`config.mk`:
```
export PLATFORM = sky130hd
export DESIGN_NAME = mem_split_stage
export DESIGN_NICKNAME = d
export VERILOG_FILES = /design/src/rtl/mem_split_stage.sv
export SDC_FILE = /design/constraint.sdc
export NUM_CORES = 1
export LEC_CHECK = 0
export ABC_CLOCK_PERIOD_IN_PS = 3400
export CORE_UTILIZATION = 50
export CTS_CLUSTER_SIZE = 30
export DETAILED_ROUTE_END_ITERATION = 7
export MAX_ROUTING_LAYER = met4
export PLACE_DENSITY = 0.81
export SKIP_CTS_REPAIR_TIMING = 1
export SKIP_LAST_GASP = 1
export SLEW_MARGIN = 25
export SYNTH_ARGS = -nofsm -noshare
export SYNTH_HDL_FRONTEND = slang
export SYNTH_SLANG_ARGS = --single-unit
```
`constraint.sdc`:
```
create_clock -name clk -period 3.4 [get_ports clk]
set_input_delay 0.51 -clock clk [delete_from_list [all_inputs] [get_ports clk]]
set_output_delay 0.51 -clock clk [all_outputs]
set_load 0.005 [all_outputs]
```
`src/rtl/mem_split_stage.sv`:
```
// Memory access split stage.
// Takes one access from address generation. If the access crosses a cache-line
// boundary, it issues two line-local cache requests; otherwise it issues one.
// It waits for one in-order response per accepted request. It then presents
// the merged, right-aligned read data (zero for writes) on the output handshake.
//
// Ports:
//   clk, clr                 clock, asynchronous active-low reset
//   in_valid/in_ready        access handshake; in_addr, in_size, in_wr, in_wdata
//   req_valid/req_ready      cache request handshake; req_addr, req_bytes, req_wr,
//                            req_wdata
//   rsp_valid, rsp_rdata     in-order cache response (ack for writes)
//   out_valid/out_ready      completion handshake; out_rdata, out_split
module mem_split_stage #(
  parameter int unsigned LINE_LG2 = 4
) (
  input  logic        clk,
  input  logic        clr,
  input  logic        in_valid,
  output logic        in_ready,
  input  logic [31:0] in_addr,
  input  logic [1:0]  in_size,
  input  logic        in_wr,
  input  logic [31:0] in_wdata,
  output logic        req_valid,
  input  logic        req_ready,
  output logic [31:0] req_addr,
  output logic [2:0]  req_bytes,
  output logic        req_wr,
  output logic [31:0] req_wdata,
  input  logic        rsp_valid,
  input  logic [31:0] rsp_rdata,
  output logic        out_valid,
  input  logic        out_ready,
  output logic [31:0] out_rdata,
  output logic        out_split
);

  localparam int unsigned LineBytes = 1 << LINE_LG2;

  typedef enum logic [2:0] {StIdle, StReqLo, StWaitLo, StReqHi, StWaitHi, StDone} state_e;

  state_e      state_q;
  logic [2:0]  bytes_q;     // total access size
  logic [2:0]  bytes_lo_q;  // bytes in the first (or only) request
  logic        split_q;
  logic [31:0] rsp_lo_q;

  // Zero every byte above the lowest n.
  function automatic logic [31:0] keep_bytes(input logic [31:0] d, input logic [2:0] n);
    case (n)
      3'd1:    return d & 32'h0000_00ff;
      3'd2:    return d & 32'h0000_ffff;
      3'd3:    return d & 32'h00ff_ffff;
      default: return d;
    endcase
  endfunction

  // Decode of the incoming access.
  logic [2:0]        in_bytes;
  logic [LINE_LG2:0] in_end;
  logic              in_split;
  logic [2:0]        in_bytes_lo;

  always_comb begin
    unique case (in_size)
      2'b00:   in_bytes = 3'd1;
      2'b01:   in_bytes = 3'd2;
      default: in_bytes = 3'd4;
    endcase
    in_end      = {1'b0, in_addr[LINE_LG2-1:0]} + (LINE_LG2+1)'(in_bytes);
    in_split    = in_end > (LINE_LG2+1)'(LineBytes);
    in_bytes_lo = in_split ? 3'(LineBytes - 32'(in_addr[LINE_LG2-1:0])) : in_bytes;
  end

  // Second request starts at the next line; wraps at the top of the address space.
  logic [31-LINE_LG2:0] hi_line;
  logic [31:0]          merged;

  assign hi_line = req_addr[31:LINE_LG2] + (32-LINE_LG2)'(1);
  assign merged  = rsp_lo_q |
                   (keep_bytes(rsp_rdata, bytes_q - bytes_lo_q) << {bytes_lo_q, 3'b000});

  always_ff @(posedge clk or negedge clr) begin
    if (!clr) begin
      state_q    <= StIdle;
      in_ready   <= 1'b1;
      req_valid  <= 1'b0;
      req_addr   <= '0;
      req_bytes  <= '0;
      req_wr     <= 1'b0;
      req_wdata  <= '0;
      out_valid  <= 1'b0;
      out_rdata  <= '0;
      out_split  <= 1'b0;
      bytes_q    <= '0;
      bytes_lo_q <= '0;
      split_q    <= 1'b0;
      rsp_lo_q   <= '0;
    end else begin
      unique case (state_q)
        StIdle: begin
          if (in_valid) begin
            in_ready   <= 1'b0;
            req_valid  <= 1'b1;
            req_addr   <= in_addr;
            req_bytes  <= in_bytes_lo;
            req_wr     <= in_wr;
            req_wdata  <= in_wdata;
            bytes_q    <= in_bytes;
            bytes_lo_q <= in_bytes_lo;
            split_q    <= in_split;
            state_q    <= StReqLo;
          end
        end
        StReqLo: begin
          if (req_ready) begin
            req_valid <= 1'b0;
            state_q   <= split_q ? StWaitLo : StWaitHi;
          end
        end
        StWaitLo: begin
          if (rsp_valid) begin
            rsp_lo_q  <= req_wr ? '0 : keep_bytes(rsp_rdata, bytes_lo_q);
            req_valid <= 1'b1;
            req_addr  <= {hi_line, {LINE_LG2{1'b0}}};
            req_bytes <= bytes_q - bytes_lo_q;
            req_wdata <= req_wdata >> {bytes_lo_q, 3'b000};
            state_q   <= StReqHi;
          end
        end
        StReqHi: begin
          if (req_ready) begin
            req_valid <= 1'b0;
            state_q   <= StWaitHi;
          end
        end
        StWaitHi: begin
          if (rsp_valid) begin
            out_valid <= 1'b1;
            out_split <= split_q;
            if (req_wr)       out_rdata <= '0;
            else if (split_q) out_rdata <= merged;
            else              out_rdata <= keep_bytes(rsp_rdata, bytes_q);
            state_q <= StDone;
          end
        end
        StDone: begin
          // Back to idle only; the next access is taken the following cycle.
          if (out_ready) begin
            out_valid <= 1'b0;
            in_ready  <= 1'b1;
            state_q   <= StIdle;
          end
        end
        default: state_q <= StIdle;
      endcase
    end
  end

endmodule

```
# == Yosys cells after proc, flatten, opt, wreduce, memory -nomap -nowiden ==
# Index checks and enable logic that the tools add are counted.
# totals
regBits,146
in_bits,105
out_inout_bits,104
elab_cells,93
# op_classes
add_sub_neg,4
n_lt_le_gt_ge,1
eq_ne,22
shift,2
muxes,34
n_bitwise,1
n_reduce_logical,15
# op_table
cell,count
$pmux W32 S3,3
$mux W32,7
$pmux W32 S2,2
$or A32 B32 Y32,1
$shl A32 B6 Y32,1
$shr A32 B6 Y32,1
$mux W3,10
$add A28 B1 Y28 const B,1
$eq A3 B2 Y1 const B,8
$pmux W3 S6,1
$eq A3 B1 Y1 const B,4
$ne A2 B2 Y1 const B,6
$pmux W3 S2,2
$reduce_and A3 Y1,3
$eq A3 B3 Y1 const B,2
$mux W1,6
$reduce_and A2 Y1,3
$reduce_and A6 Y1,1
$reduce_bool A2 Y1,3
$add A4 B3 Y5,1
$gt A5 B5 Y1 const B,1
$pmux W1 S2,2
$reduce_and A4 Y1,1
$logic_not A3 Y1,1
8 further kinds,8

# == Longest topological paths before layout ==
# logic_depth
ltp_word,7
depth_mapped,10
mapped_depth_nobuf,9

# == Worst setup path before layout ==
# No wires, ideal clock.
# synth_timing
path_type,register to register
start,reg bytes_lo_q[1]
end,reg out_rdata[31]
setup_time_ns,0.066
arrival_time_ns,2.360
t_required_ns,3.334
slack_ns,0.974
stages_incl_launch_ff,9
n_path_buf,2
synth_period_minus_slack_ns,2.426
cell_sequence,dfrtp_1 buf_2 inv_1 clkbuf_1 fa_1 mux2_2 a211oi_4 nor3b_2 a221o_1
# synth_between
elab_chain_len,7
word_cells_on_any_way,9
classes_between,1 x add/sub; 3 x eq/ne; 1 x shift; 3 x mux; 1 x bitwise
# synth_rtl
element,line,source
start: declaration,45,logic [2:0] bytes_lo_q;
start signal: assignment,111,bytes_lo_q <= in_bytes_lo;
$sub A3 B3 Y3,82,"(keep_bytes(rsp_rdata, bytes_q - bytes_lo_q) << {bytes_lo_q, 3'b000});"
$eq A3 B2 Y1 / $eq A3 B1 Y1 (equally long branches),51,case (n)
$pmux W32 S3,51,
$shl A32 B6 Y32 *,82,
$or A32 B32 Y32 *,81,assign merged = rsp_lo_q |
$mux W32 *,143,else if (split_q) out_rdata <= merged;
$mux W32 *,142,if (req_wr) out_rdata <= '0;
end signal: assignment,143,
end signal: assignment,144,"else out_rdata <= keep_bytes(rsp_rdata, bytes_q);"
end: declaration,35,"output logic [31:0] out_rdata,"
# Mark *: on every way between the ends. The rest lies on a longest branch, timed or not.
# A chain may end at the register's enable or synchronous reset.

# == Worst setup path after layout ==
# layout_timing
start,in in_size[1]
end,reg bytes_lo_q[2]
# layout_between
elab_chain_len,5
word_cells_on_any_way,6
classes_between,1 x add/sub; 1 x order compare; 1 x eq/ne; 2 x mux; 1 x reduce/logical
# layout_rtl
element,line,source
start: declaration,22,"input logic [1:0] in_size,"
$eq A2 B1 Y1 / $logic_not A2 Y1 (equally long branches),66,unique case (in_size)
$pmux W3 S2 *,66,
named net in_bytes[0],60,logic [2:0] in_bytes;
$add A4 B3 Y5 *,71,"in_end = {1'b0, in_addr[LINE_LG2-1:0]} + (LINE_LG2+1)'(in_bytes);"
$gt A5 B5 Y1 *,72,in_split = in_end > (LINE_LG2+1)'(LineBytes);
$mux W3 *,73,in_bytes_lo = in_split ? 3'(LineBytes - 32'(in_addr[LINE_LG2-1:0])) : in_bytes;
# Mark *: on every way through the listed nets, which the timed path passes. The rest lies on a longest branch.

==> summary.log <==
INFO  run_status     status=finished, final reports clean
INFO  critical_path  worst_path_max_delay_cell=sky130_fd_sc_hd__clkdlybuf4s50_1
INFO  sta            fmax=0.3622GHz
INFO  sta            headroom_to_the_max_slew_limit=52.79%
INFO  sta            finalHoldViolCount=0
INFO  logic_synthesis synth_ff_type=sky130_fd_sc_hd__dfrtp_1
INFO  min_path       holdCritPathClass=in -> async
INFO  logic_synthesis postSynthRegisterBits=146
INFO  layout         fin_nets=1201
INFO  run            max_cap_viol_count=0
INFO  logic_synthesis synth_cells=913
INFO  power          ir_drop=0.0005075V
INFO  clock_tree     cts_tree=yes
INFO  critical_path  worstPathArrival=3.06ns
INFO  global_routing groute.usage.overall=31.61%
INFO  placed_design  dpl.hpwl=17170um
INFO  clock_tree     clk_pin_slew=0.07ns
INFO  floorplanning  num_io_pins=209
INFO  detailed_routing drtPass1Iterations=5
INFO  logic_synthesis post_synthesis_instance_area=8210um^2
INFO  clock_tree     bufs_on_longest_clock_path=2
INFO  floorplanning  floorplan.core_area=15940um^2
INFO  sta            worst_pin_slew=0.7081ns
INFO  critical_path  cp-start-kind=input pin
INFO  sta            final-max-slew-violation-count=0
INFO  layout         share_of_final_layout_standard_cells_stronger_than_drive_strength_1=7.084%
INFO  logic_synthesis synth.yosys.seq_area_share=44.51%
INFO  critical_path  worst_path_largest_cell_delay=0.50ns
INFO  logic_synthesis syn_area_per_cell=8.993um^2
INFO  clock_tree     insertion_delay=0.43ns
INFO  placed_design  gp_congestion=0.9365
INFO  critical_path  timing.critical_path.fanout_max=5
INFO  layout         area_delta_synth_final=35.17%
INFO  global_routing via_count_of_the_first_global_routing_pass=7427
INFO  logic_synthesis postSynthNetCount=1026
INFO  critical_path  critPathRequiredTime=3.70ns
INFO  floorplanning  die-width=130.1um
INFO  logic_synthesis synth_enable_flop_cells=0
INFO  sta            fin_hold_ws=0.09511ns
INFO  clock_tree     clock_sinks=146
INFO  floorplanning  die_area=16940um^2
INFO  detailed_routing drt_iter0_drc=752
INFO  detailed_routing route.detailed.drc=0
INFO  detailed_routing route.detailed.wl_per_inst=19.02um
INFO  logic_synthesis ys_async_sr_fraction=100.0%
INFO  global_routing globalRouteOverflowTotal=0
INFO  layout         diodes_inserted=0
INFO  power          leakagePower=4.656nW
INFO  sta            layout_min_cycle_time=2.761ns
INFO  global_routing grt_pass1_wl=39700um
INFO  clock_tree     cts_inserted_buffers=17
INFO  detailed_routing route.vias.total=7906
INFO  sta            final.setup.tns=0ns
INFO  global_routing pin_count_of_the_biggest_net_entering_global_routing=74
INFO  critical_path  worst_reg2reg_setup_slack=0.73ns
INFO  sta            final.setup_skew=0.01202ns
INFO  sta            finalSetupViolations=0
INFO  detailed_routing routed_wire_length=25050um
INFO  clock_tree     h-tree-depth=4
INFO  critical_path  cp-end-kind=register
INFO  logic_synthesis synth_cell_types=70
INFO  critical_path  r2r-start=bytes_q[0]
INFO  critical_path  crit_path_cell_trace=clkdlybuf4s50_1 > nor2_1 > ha_1 > inv_1 > fa_1 > nand2b_1 > nor4b_1 > a211o_1 > mux2i_1 > o21ai_0
INFO  sta            rsz0062_at_grt=false
INFO  clock_tree     ctsRootBufferMaster=sky130_fd_sc_hd__clkbuf_16
INFO  floorplanning  std_cell_rows=46
INFO  floorplanning  initial_utilization=51.50%
INFO  critical_path  critical_path.startpoint=in_size[1]
INFO  critical_path  cell_family_with_most_cp_delay=adder cells
INFO  floorplanning  die_y=130.1um
INFO  sta            fin_crit_sh=81.21%
INFO  critical_path  cp_num_buf_inv=2
INFO  detailed_routing vias_per_cell=6.003
INFO  critical_path  setup.worst_path.class=in -> reg
INFO  placed_design  buffer_ports.inserted=208
INFO  logic_synthesis synth_warnings=0
INFO  power          power_per_cell_area=867.7nW/um^2
INFO  detailed_routing drt.antenna.violating_nets=0
INFO  global_routing antenna_found_initial=0
flip-flops by register name (all words and copies together) (netlist names):
register    cells
rsp_lo_q       32
state_q         3
req_bytes       3
in_ready        1
bytes_q         3
bytes_lo_q      3
req_wr          1
req_addr       32
out_valid       1
out_split       1
split_q         1
req_wdata      32
out_rdata      32
req_valid       1
synthesized netlist by cell type (8+ instances only):
library cell               count  area, um^2
sky130_fd_sc_hd__nand3_1      17       85.08
sky130_fd_sc_hd__inv_1        19       71.32
sky130_fd_sc_hd__mux2i_1      33       330.3
sky130_fd_sc_hd__a22o_1       42       367.9
sky130_fd_sc_hd__a211oi_1      9       67.56
sky130_fd_sc_hd__a21o_1        9       67.56
sky130_fd_sc_hd__dfrtp_1     145        3628
sky130_fd_sc_hd__o21ai_0      90       450.4
sky130_fd_sc_hd__nand2_1     148       555.5
sky130_fd_sc_hd__a221o_1       8       80.08
sky130_fd_sc_hd__o31ai_1      19       142.6
sky130_fd_sc_hd__nand2b_1     26       162.7
sky130_fd_sc_hd__nor2_1       34       127.6
sky130_fd_sc_hd__clkbuf_1     43       161.4
sky130_fd_sc_hd__a22oi_1      32       240.2
sky130_fd_sc_hd__or3_1        11       68.82
sky130_fd_sc_hd__buf_2        25       125.1
sky130_fd_sc_hd__a21oi_1      85       425.4
sky130_fd_sc_hd__nand3b_1      8       60.06
kinds of logic after synthesis:
family	synth area share (%)
adders and majority gates	1.402
muxes	4.572
AOI/OAI and AO/OA	27.31
xor gates and xnor gates	0.4268
buffers and inverters	4.724
DFF	44.51
and+or+nand+nor	17.05
stage by stage:
step	instance area [um^2]	utilization, %	instances	setup WS [ns]	total power (W)
after detailed placement	10440	65.50	1285	0.3101	0.007510
after global placement	10440	65.50	1285	0.4344	0.007398
after floorplan	8210	-	913	0.9736	0.005478
after global routing	11100	69.61	1317	0.4610	0.01024
final	11100	69.61	1317	0.6390	0.009630
after CTS	11090	69.58	1317	0.6987	0.009626
placed cells by master, fill, tap and decap left out, types with 21 or more instances in the layout:
| cell | netlist | final |
|---|---|---|
| sky130_fd_sc_hd__nand2_1 | 148 | 148 |
| sky130_fd_sc_hd__a21oi_1 | 85 | 85 |
| sky130_fd_sc_hd__o21ai_0 | 90 | 90 |
| sky130_fd_sc_hd__a22o_1 | 42 | 42 |
| sky130_fd_sc_hd__a22oi_1 | 32 | 32 |
| sky130_fd_sc_hd__clkdlybuf4s50_1 | 0 | 207 |
| sky130_fd_sc_hd__nand2b_1 | 26 | 26 |
| sky130_fd_sc_hd__nor2_1 | 34 | 33 |
| sky130_fd_sc_hd__dfrtp_1 | 145 | 143 |
| sky130_fd_sc_hd__mux2i_1 | 33 | 33 |
| sky130_fd_sc_hd__buf_4 | 2 | 21 |
final cells by class:
cell class | instances | area [um^2]
well taps | 216 | 270.3
clock inverters | 13 | 207.7
flip-flops and latches | 146 | 3660
fillers | 1279 | 4845
inverters | 19 | 71.32
clock buffers | 19 | 442.9
multi-input cells | 674 | 4185
repair buffers | 230 | 2261
metal layers:
metal,GRT usage [%],part of all wire [%]
met4,11.97,2.9
met3,8.036,8.2
met2,47.40,47
met5,-,0
met1,41.11,42
path summary, 6_finish.rpt:
path	endpoint	cells past startpoint
worst max-delay path	bytes_lo_q[2]	10
worst min-delay path	out_valid	1
worst max register to register	out_rdata[25]	9
worst min register to register	out_rdata[21]	2
max in group asynchronous	req_wdata[8]	2
min in group clk	out_rdata[21]	2
power breakdown:
part           total [W]  switching [W]  internal, W
sequential       0.00337       0.000870      0.00250
combinational    0.00417        0.00198      0.00219
clock            0.00208       0.000764      0.00132
Note: power is estimated with default switching activity, not from simulation.
==> RTL edit (same settings) <==
Change the parameter `LINE_LG2` from 4 to 3.
--- a/src/rtl/mem_split_stage.sv
+++ b/src/rtl/mem_split_stage.sv
@@ -13,5 +13,5 @@
 //   out_valid/out_ready      completion handshake; out_rdata, out_split
 module mem_split_stage #(
-  parameter int unsigned LINE_LG2 = 4
+  parameter int unsigned LINE_LG2 = 3
 ) (
   input  logic        clk,
Behaviour: not the same (a bounded check fails within 4 cycles, from zero or initial values).
==> RTL edit against the unedited design <==
Critical path depth shrank 2; clock skew decreased by 0.0046 ns; sequential cell count did not move; synthesized cell count shrank 2.0%; global-route usage is 0.41 points higher; fmax increased by 5.2%; routed wire length up 1.3%; area after synthesis is 1.4% lower; final area decreased by 1.2%; power grew 0.73%; first-iteration DRC count shrank 5.7%; worst setup slack better by 0.14 ns; core utilization is 0.36 points lower; non-clock buffer count increased by 3; critical path type is now reg -> reg; critical endpoint is now out_rdata[17]; largest cell class unchanged; largest power group unchanged; highest routed layer unchanged.
==> RTL edit: results (changes against the unedited design) <==
Status = complete, no violations (unchanged)
Layout cells sized above 1 = 6.544% (was 7.084%)
Largest net degree at the start of global routing = 76 (was 74)
Filler cells = 1,308 (was 1,279)
DP Cell Count = 1,269 (was 1,285)
Wire length per cell = 19.50 um (was 19.02 um)
Vias in the first global route = 7,628 (was 7,427)
Slew @ Worst Pin = 1.078 ns (was 0.7081 ns)
DR iter-0 viols = 709 (was 752)
First-pass GRT wire length = 40,190 um (was 39,700 um)
Leakage power = 0.004526 uW (was 0.004656 uW)
Warnings from Yosys = 0 (unchanged)
Top cells by count, synth = dfrtp_1, nand2_1, clkbuf_1 (was nand2_1, dfrtp_1, o21ai_0)
1st-pass router iterations = 5 (unchanged)
Netlist cell types = 67 (was 70)
CP Max Fanout = 8 (was 5)
Arrival @ worst endpoint = 2.94 ns (was 3.06 ns)
Syn_nets = 1,008 (was 1,026)
Top post-synthesis cells by area = dfrtp_1, nand2_1, a22oi_1 (was dfrtp_1, nand2_1, o21ai_0)
H-tree levels = 4 (unchanged)
Final period utilization = 77.21% (was 81.21%)
Post-Synthesis Cells = 895 (was 913)
Routability cong. = 0.8929 (was 0.9365)
Peak VDD IR = 0.5779 mV (was 0.5075 mV)
Clk_lat worst skew = 0.42 ns
Worst path slowest cell = or4b_1 (was clkdlybuf4s50_1)
Placed inst area = 10,380 sq um (was 10,440 sq um)
R2r endpoint = out_rdata[17] (was out_rdata[25])
Clk buf depth = 2 (unchanged)
Number of port buffers = 208 (unchanged)
Setup Slack @ Placement = 0.5732 ns (was 0.3101 ns)
Path depth of the worst reg2reg path = 8 (was 9)
Worst r2r src = bytes_q[0] (unchanged)
Tot GR Track Use = 32.02% (was 31.61%)
Antenna violations before repair = 0 (unchanged)
Critical Path End Type = register (unchanged)
Asr flop ratio synth = 100.0% (unchanged)
Delay-heaviest family, CP = simple AND/OR/NAND/NOR gates (was adder cells)
HP Class = in -> async (unchanged)
Number of buffers created by CTS = 17 (unchanged)
FF-to-FF setup slack = 0.77 ns (was 0.73 ns)
Final net count = 1,185 (was 1,201)
Critical path's largest stage delay = 0.68 ns (was 0.50 ns)
Crit Path Category = reg -> reg (was in -> reg)
Root Buffer = clkbuf_16 (unchanged)
Final WL = 25,380 um (was 25,050 um)
Layout Skew = 0.007390 ns (was 0.01202 ns)
Dpl hpwl = 17,140 um (was 17,170 um)
Seq/Total Area, Yosys = 45.13% (was 44.51%)
Diodes inserted = 0 (unchanged)
Clk slew on worst S/H paths = 0.06 ns
Vias = 8,248 (was 7,906)
## RTL edit: power by group
| part | internal, uW | leakage, uW | switching (uW) |
|---|---|---|---|
| logic | 2300 | 0.00243 | 2190 |
| clock network | 1120 | 0.000280 | 728 |
| registers | 2500 | 0.00181 | 858 |
## RTL edit: metal layers
layer  GRT usage (%)  up-vias  share of wire [%]
li1                -     3731                  -
met3           6.689       63                8.6
met1           41.78     3981                 42
met4           11.76        0                2.8
met2           49.21      473                 46
met5               -        -                  0
## RTL edit: worst reg2reg max path: stages (launching register included)
cell and delay, ns:
dfrtp_1 0.43, inv_1 0.10, ha_1 0.14, inv_1 0.05, fa_1 0.56, nor2b_1 0.19
nor4b_1 0.07, or4b_1 0.68, o31ai_1 0.32
## RTL edit: layout make-up
type	instances	area, sq um	share of cell area [%]
multi-input cells	646	4074	37.16
clock inverters	8	75.07	0.6849
well taps	216	270.3	2.465
inverters	28	105.1	0.9588
repair buffers	233	2271	20.72
clock buffers	24	511.7	4.668
flip-flops and latches	146	3655	33.34
## RTL edit: worst min-delay path by stage
stage | to | slack [ns] | cells past startpoint
global route | rsp_lo_q[28] | 0.16 | 1
floorplan | bytes_lo_q[0] | 0.21 | 0
finish | rsp_lo_q[28] | 0.11 | 1
detailed placement | rsp_lo_q[3] | 0.46 | 2
global placement | rsp_lo_q[0] | 0.45 | 2
CTS | rsp_lo_q[27] | 0.13 | 1
## RTL edit: cell families (layout without fill, tap and decap cells)
family                     count (synthesis)  in the layout  share of synthesized area [%]
DFF                                      146            146                          45.13
AOI/OAI and AO/OA                        336            336                          29.03
and+or+nand+nor                          276            276                          16.25
adders and majority gates                  8              8                          1.422
muxes                                     21             21                          2.627
buffers and inverters                    103            293                          4.821
xor gates and xnor gates                   5              5                         0.7108
